$ cat src/rtl/cobs_stream_encoder.sv
// ---------------------------------------------------------------------------
// cobs_stream_encoder
//
// AXI-Stream COBS encoder for the host-link byte path. Raw frames arrive as
// 8-bit beats delimited by tlast and leave COBS-encoded, with no 0x00 in the
// encoded payload. One run of non-zero bytes is buffered so that its code byte
// (run length + 1) can be sent ahead of the run. A full run of MAX_RUN bytes
// emits code MAX_RUN+1 and carries no implied zero.
//
// Optional build macro:
//   COBS_ENCODE_DELIM_EN - append a 0x00 frame delimiter (carrying tlast)
//                          after the last encoded byte of every frame.
//
// Parameters:
//   MAX_RUN  maximum non-zero bytes per group (1..254, 254 = standard COBS)
//
// Ports:
//   clk            system clock, rising edge
//   rst            asynchronous active-high reset
//   s_axis_tdata   raw byte in
//   s_axis_tvalid  raw byte valid
//   s_axis_tready  encoder accepts raw byte (only while collecting a run)
//   s_axis_tlast   last raw byte of frame
//   m_axis_tdata   encoded byte out
//   m_axis_tvalid  encoded byte valid
//   m_axis_tready  downstream accepts encoded byte
//   m_axis_tlast   last encoded byte of frame
// ---------------------------------------------------------------------------
module cobs_stream_encoder #(
    parameter int MAX_RUN = 254
) (
    input  logic       clk,
    input  logic       rst,
    input  logic [7:0] s_axis_tdata,
    input  logic       s_axis_tvalid,
    output logic       s_axis_tready,
    input  logic       s_axis_tlast,
    output logic [7:0] m_axis_tdata,
    output logic       m_axis_tvalid,
    input  logic       m_axis_tready,
    output logic       m_axis_tlast
);

    localparam int CNT_W = $clog2(MAX_RUN + 1);
    localparam logic [CNT_W-1:0] LAST_SLOT = CNT_W'(MAX_RUN - 1);
    localparam logic [CNT_W-1:0] CNT_ONE   = CNT_W'(1);

`ifdef COBS_ENCODE_DELIM_EN
    typedef enum logic [1:0] {FILL, EMIT_CODE, EMIT_DATA, EMIT_DELIM} state_t;
`else
    typedef enum logic [1:0] {FILL, EMIT_CODE, EMIT_DATA} state_t;
`endif

    state_t           state_q, state_d;
    logic [7:0]       runBuf_q [MAX_RUN];
    logic [CNT_W-1:0] count_q, count_d;
    logic [CNT_W-1:0] readIdx_q, readIdx_d;
    logic             lastPending_q, lastPending_d;
    logic             zeroTerm_q, zeroTerm_d;

    logic sFire;
    logic mFire;
    logic groupDone;
    logic frameEndByte;

    assign sFire = s_axis_tvalid && s_axis_tready;
    assign mFire = m_axis_tvalid && m_axis_tready;

    // The byte currently offered is the last one of the frame when the frame
    // ended without a trailing zero and this is the final byte of the group.
    // That is either the code of an empty group or the last buffered byte.
    assign frameEndByte = lastPending_q && !zeroTerm_q &&
                          (((state_q == EMIT_CODE) && (count_q == '0)) ||
                           ((state_q == EMIT_DATA) && (readIdx_q == count_q - CNT_ONE)));

    // State and run bookkeeping registers; reset abandons any partial frame.
    always_ff @(posedge clk or posedge rst) begin
        if (rst) begin
            state_q       <= FILL;
            count_q       <= '0;
            readIdx_q     <= '0;
            lastPending_q <= 1'b0;
            zeroTerm_q    <= 1'b0;
        end else begin
            state_q       <= state_d;
            count_q       <= count_d;
            readIdx_q     <= readIdx_d;
            lastPending_q <= lastPending_d;
            zeroTerm_q    <= zeroTerm_d;
        end
    end

    // Run buffer holds only non-zero bytes; stale contents are harmless since
    // count_q bounds every read.
    always_ff @(posedge clk) begin
        if ((state_q == FILL) && sFire && (s_axis_tdata != 8'h00)) begin
            runBuf_q[count_q] <= s_axis_tdata;
        end
    end

    // Next-state logic. groupDone marks the end-of-group step, which is
    // resolved after the per-state decisions: it either queues a trailing
    // 0x01 group (frame ended on a zero), finishes the frame, or goes back
    // to collecting.
    always_comb begin
        state_d       = state_q;
        count_d       = count_q;
        readIdx_d     = readIdx_q;
        lastPending_d = lastPending_q;
        zeroTerm_d    = zeroTerm_q;
        groupDone     = 1'b0;

        case (state_q)
            FILL: begin
                if (sFire) begin
                    if (s_axis_tlast) begin
                        lastPending_d = 1'b1;
                    end
                    if (s_axis_tdata == 8'h00) begin
                        zeroTerm_d = 1'b1;
                        state_d    = EMIT_CODE;
                    end else begin
                        count_d = count_q + CNT_ONE;
                        if (count_q == LAST_SLOT) begin
                            zeroTerm_d = 1'b0;
                            state_d    = EMIT_CODE;
                        end else if (s_axis_tlast) begin
                            state_d = EMIT_CODE;
                        end
                    end
                end
            end

            EMIT_CODE: begin
                if (mFire) begin
                    if (count_q != '0) begin
                        readIdx_d = '0;
                        state_d   = EMIT_DATA;
                    end else begin
                        groupDone = 1'b1;
                    end
                end
            end

            EMIT_DATA: begin
                if (mFire) begin
                    if (readIdx_q == count_q - CNT_ONE) begin
                        groupDone = 1'b1;
                    end else begin
                        readIdx_d = readIdx_q + CNT_ONE;
                    end
                end
            end

`ifdef COBS_ENCODE_DELIM_EN
            EMIT_DELIM: begin
                if (mFire) begin
                    state_d = FILL;
                end
            end
`endif

            default: state_d = FILL;
        endcase

        if (groupDone) begin
            count_d   = '0;
            readIdx_d = '0;
            if (lastPending_q && zeroTerm_q) begin
                // Trailing empty group: code 0x01 with no data, ends the frame.
                zeroTerm_d = 1'b0;
                state_d    = EMIT_CODE;
            end else if (frameEndByte) begin
                lastPending_d = 1'b0;
                zeroTerm_d    = 1'b0;
`ifdef COBS_ENCODE_DELIM_EN
                state_d       = EMIT_DELIM;
`else
                state_d       = FILL;
`endif
            end else begin
                zeroTerm_d = 1'b0;
                state_d    = FILL;
            end
        end
    end

    // Output decode. Input ready is masked by rst so nothing is accepted
    // while the encoder is held in reset.
    always_comb begin
        s_axis_tready = 1'b0;
        m_axis_tvalid = 1'b0;
        m_axis_tdata  = 8'h00;
        m_axis_tlast  = 1'b0;

        case (state_q)
            FILL: begin
                s_axis_tready = !rst;
            end
            EMIT_CODE: begin
                m_axis_tvalid = 1'b1;
                m_axis_tdata  = 8'(count_q) + 8'd1;
`ifndef COBS_ENCODE_DELIM_EN
                m_axis_tlast  = frameEndByte;
`endif
            end
            EMIT_DATA: begin
                m_axis_tvalid = 1'b1;
                m_axis_tdata  = runBuf_q[readIdx_q];
`ifndef COBS_ENCODE_DELIM_EN
                m_axis_tlast  = frameEndByte;
`endif
            end
`ifdef COBS_ENCODE_DELIM_EN
            EMIT_DELIM: begin
                m_axis_tvalid = 1'b1;
                m_axis_tdata  = 8'h00;
                m_axis_tlast  = 1'b1;
            end
`endif
            default: begin
                s_axis_tready = 1'b0;
            end
        endcase
    end

endmodule

$ cat config.mk
export PLATFORM = sky130hd
export DESIGN_NAME = cobs_stream_encoder
export DESIGN_NICKNAME = d
export VERILOG_FILES = /design/src/rtl/cobs_stream_encoder.sv
export SDC_FILE = /design/constraint.sdc
export NUM_CORES = 2
export LEC_CHECK = 0
export CAP_MARGIN = 30
export CORE_MARGIN = 2
export CORE_UTILIZATION = 35
export CTS_CLUSTER_DIAMETER = 200
export CTS_CLUSTER_SIZE = 40
export DETAILED_ROUTE_END_ITERATION = 12
export SLEW_MARGIN = 20
export SYNTH_ARGS = -nofsm -noshare
export SYNTH_HDL_FRONTEND = slang
export SYNTH_SLANG_ARGS = --single-unit
export TNS_END_PERCENT = 20
$ cat constraint.sdc
create_clock -name clk -period 7.28 [get_ports clk]
set_clock_uncertainty 0.1 [all_clocks]
set_input_delay 1.456 -clock clk [delete_from_list [all_inputs] [get_ports clk]]
set_output_delay 1.456 -clock clk [all_outputs]
set_load 0.02 [all_outputs]
==> impl_metrics.toml <==
[power_and_ir_drop]
ir_worst_vdd_v = 0.000212
powerDensity_nw_per_um2 = 253
pwr-share-clk_pct = 22.1
p_int_w = 0.0161
p_leak_nw = 25.7
comb_power_share_pct = 18.4
switching_share_pct = 26.8
p_sw_w = 0.00590
seqPwrFrac_pct = 59.5

[clock_network]
clock_latency_ns = 0.79
path_clk_slew_ns = 0.17
cts_sinks = 2052
clockRootBuffer = "clkbuf_16"
tritoncts = "done"
hold_buffers = 0
ctsLongestPathBuffers = 3
cts_buffers = 57
cts_htree_levels = 2

[global_route]
gr-usage-all-layers_pct = 18.5
antenna_found_initial = 9
grt_overflow = 0
grt_max_degree = 159
first_global_vias = 39300
grt_pass1_wl_um = 311000

[worst_setup_path]
crit_arrival_ns = 5.56
critPathCaptureType = "primary output"
cp_max_fo = 30
critPathKind = "flip-flop to primary output"
critPathRequiredTime_ns = 5.72
critPathLaunchType = "flip-flop"

[synthesis]
syn_nets = 3901
synth_seq_cells = 2052
ys_warn_count = 0
yosysTopAreaCell = "edfxtp_1"
synth.distinct_cells = 73
syn_avg_cell_area_um2 = 20.8
synth-edff-count = 2032
yosysSeqAreaShare_pct = 76.2
netlist.area_leader.share_pct = 75.6
ys_top_cells_by_area = "edfxtp_1, mux4_2, mux2i_1"
synth_cells = 3878
syn-cell-area_um2 = 80700
ys_async_sr_fraction_pct = 0.975
synth_flop_cell = "edfxtp_1"

[place]
gp_congestion = 0.912
dpl_cell_area_um2 = 85400
io_buffers = 23
dp_hpwl_um = 140000

[drt]
drc = 0
dr.pass1.iters = 7
routed_via_density = 5.72
wire_per_inst_um = 31.6
drt_iter0_markers = 6039
vias = 40100
drtAntennaViolNets = 0
wl_um = 221000

[sta]
hold_viol = 0
finalHoldWorstSlack_ns = 0.484
slew-limit-headroom_pct = 21.2
fin_setup_tns_ns = 0
period_share_pct = 97.7
slew_viol_final = 0
setup_viol = 0
grt_setup_unrepaired = "no"
worst_pin_slew_ns = 1.15
finalCriticalPeriod_ns = 7.11
max_freq_mhz = 141

[die]
die_area_um2 = 234000
core_area_um2 = 230000
start_util_pct = 35.1
io_pins = 24
row_count = 176
die_w_um = 484
die_h_um = 484

[layout]
drive_gt1_share_pct = 21.4
stdcell_area_um2 = 87200
area_growth_pct = 8.08
finalNetCount = 3969

[run_status]
status = "finished clean"

[flow_run]
drv_cap = 0

[min_path]
hp-class = "flip-flop to flip-flop"
==> power groups by stage <==
| stage | Combinational [W] | Clock (W) | Sequential (W) |
|---|---|---|---|
| floorplan | 0.00248 | 0 | 0.0133 |
| global placement | 0.00402 | 0 | 0.0134 |
| finish | 0.00405 | 0.00487 | 0.0131 |
| global route | 0.00421 | 0.00528 | 0.0131 |
| detailed placement | 0.00403 | 0 | 0.0134 |
| CTS | 0.00406 | 0.00494 | 0.0131 |
==> path summary, 6_finish.rpt <==
check / startpoint / endpoint / slack [ns] / cells after the start
worst max register to register: state_q[0] / runBuf_q[197][7] / 3.14 / 8
worst min-delay path: zeroTerm_q / zeroTerm_q / 0.48 / 2
min in group asynchronous: rst / zeroTerm_q / 1.34 / 2
worst max-delay path: readIdx_q[0] / m_axis_tdata[7] / 0.17 / 11
worst min register to register: zeroTerm_q / zeroTerm_q / 0.48 / 2
max in group asynchronous: rst / readIdx_q[3] / 5.11 / 2
==> stage by stage <==
step	utilization, %	power [W]	setup WS, ns	std cells
2_1_floorplan	-	0.0158	2.79	3878
3_3_place_gp	37.2	0.0174	0.529	6888
3_5_place_dp	37.2	0.0174	0.620	6897
4_1_cts	37.9	0.0221	0.146	6994
5_1_grt	38.0	0.0226	0.0265	7010
6_report	38.0	0.0220	0.166	7010
==> synthesized netlist by cell type, types with 8 or more instances <==
| library cell | n |
|---|---|
| edfxtp_1 | 2032 |
| mux4_2 | 505 |
| nor2_1 | 323 |
| mux2i_1 | 130 |
| nand2_1 | 111 |
| clkbuf_1 | 106 |
| a21oi_1 | 54 |
| buf_2 | 54 |
| nand3_1 | 44 |
| o21ai_0 | 40 |
| buf_4 | 33 |
| o22ai_1 | 30 |
| mux2_2 | 26 |
| a22oi_1 | 25 |
| nor3_1 | 24 |
| buf_1 | 23 |
| buf_6 | 22 |
| dfrtp_1 | 20 |
| a221oi_1 | 19 |
| nor2b_1 | 19 |
| a211oi_1 | 18 |
| o221ai_1 | 16 |
| inv_1 | 13 |
| nand4_1 | 12 |
| ha_1 | 10 |
| o32ai_1 | 10 |
| xnor2_1 | 10 |
| xor2_1 | 10 |
| and2_1 | 9 |
| or3_1 | 9 |
| a2111oi_0 | 8 |
| a22o_1 | 8 |
| o211ai_1 | 8 |
==> kinds of logic after synthesis <==
| family | share of synthesized area, % |
|---|---|
| buf+inv | 1.64 |
| simple gates | 3.26 |
| flops | 76.2 |
| fa+ha+maj | 0.155 |
| compound gates | 2.43 |
| xor+xnor | 0.217 |
| mux | 16.1 |
==> worst max-delay path: stages, from the launching register on <==
cell and delay (ns):
dfrtp_4 0.92, buf_4 0.37, buf_12 0.26, clkinv_1 0.10, buf_4 0.30, mux2_2 0.34, a2111oi_0 0.83, o21ai_0 0.30
a21oi_1 0.40, o32ai_2 0.21, buf_4 0.17, clkdlybuf4s50_1 0.52
==> registers in the layout (all words and copies together), names as in the netlist <==
name,cells
zeroTerm_q,1
runBuf_q,2032
readIdx_q,8
count_q,8
lastPending_q,1
state_q,2
==> placed cells by master, fill, tap and decap left out, types with 19 or more instances in the layout <==
master,count
mux4_2,505
nor3_1,24
clkbuf_1,35
o22ai_1,30
buf_12,25
mux2_2,26
mux2i_1,130
edfxtp_1,2032
a22oi_1,25
nor2_1,321
a221oi_1,19
a21oi_1,54
nand3_1,40
o21ai_0,40
clkbuf_16,57
nand2_1,111
buf_4,197
==> layer usage <==
metal / global-route usage [%] / routed length, um
met1: 26.0 / 89900
met2: 29.1 / 103000
met3: 3.41 / 20000
met4: 5.89 / 7830
met5: 0 / 48
==> area by class of cell <==
class	instances	area [um^2]
Clock inverter	4	71.3
Antenna cell	1	2.50
Multi-Input combinational cell	1571	17900
Inverter	16	65.1
Tap cell	3026	3790
Sequential cell	2052	61500
Clock buffer	92	1560
Timing Repair Buffer	248	2310
Fill cell	20500	142000
==> repair_timing <==
action / in CTS / in global routing
hold endpoints to repair: 0 / 0
buffers inserted: 1 / 0
setup endpoints to repair: 3 / 0
resized for setup: 1 / 0
(Power assumes the default switching activity.)
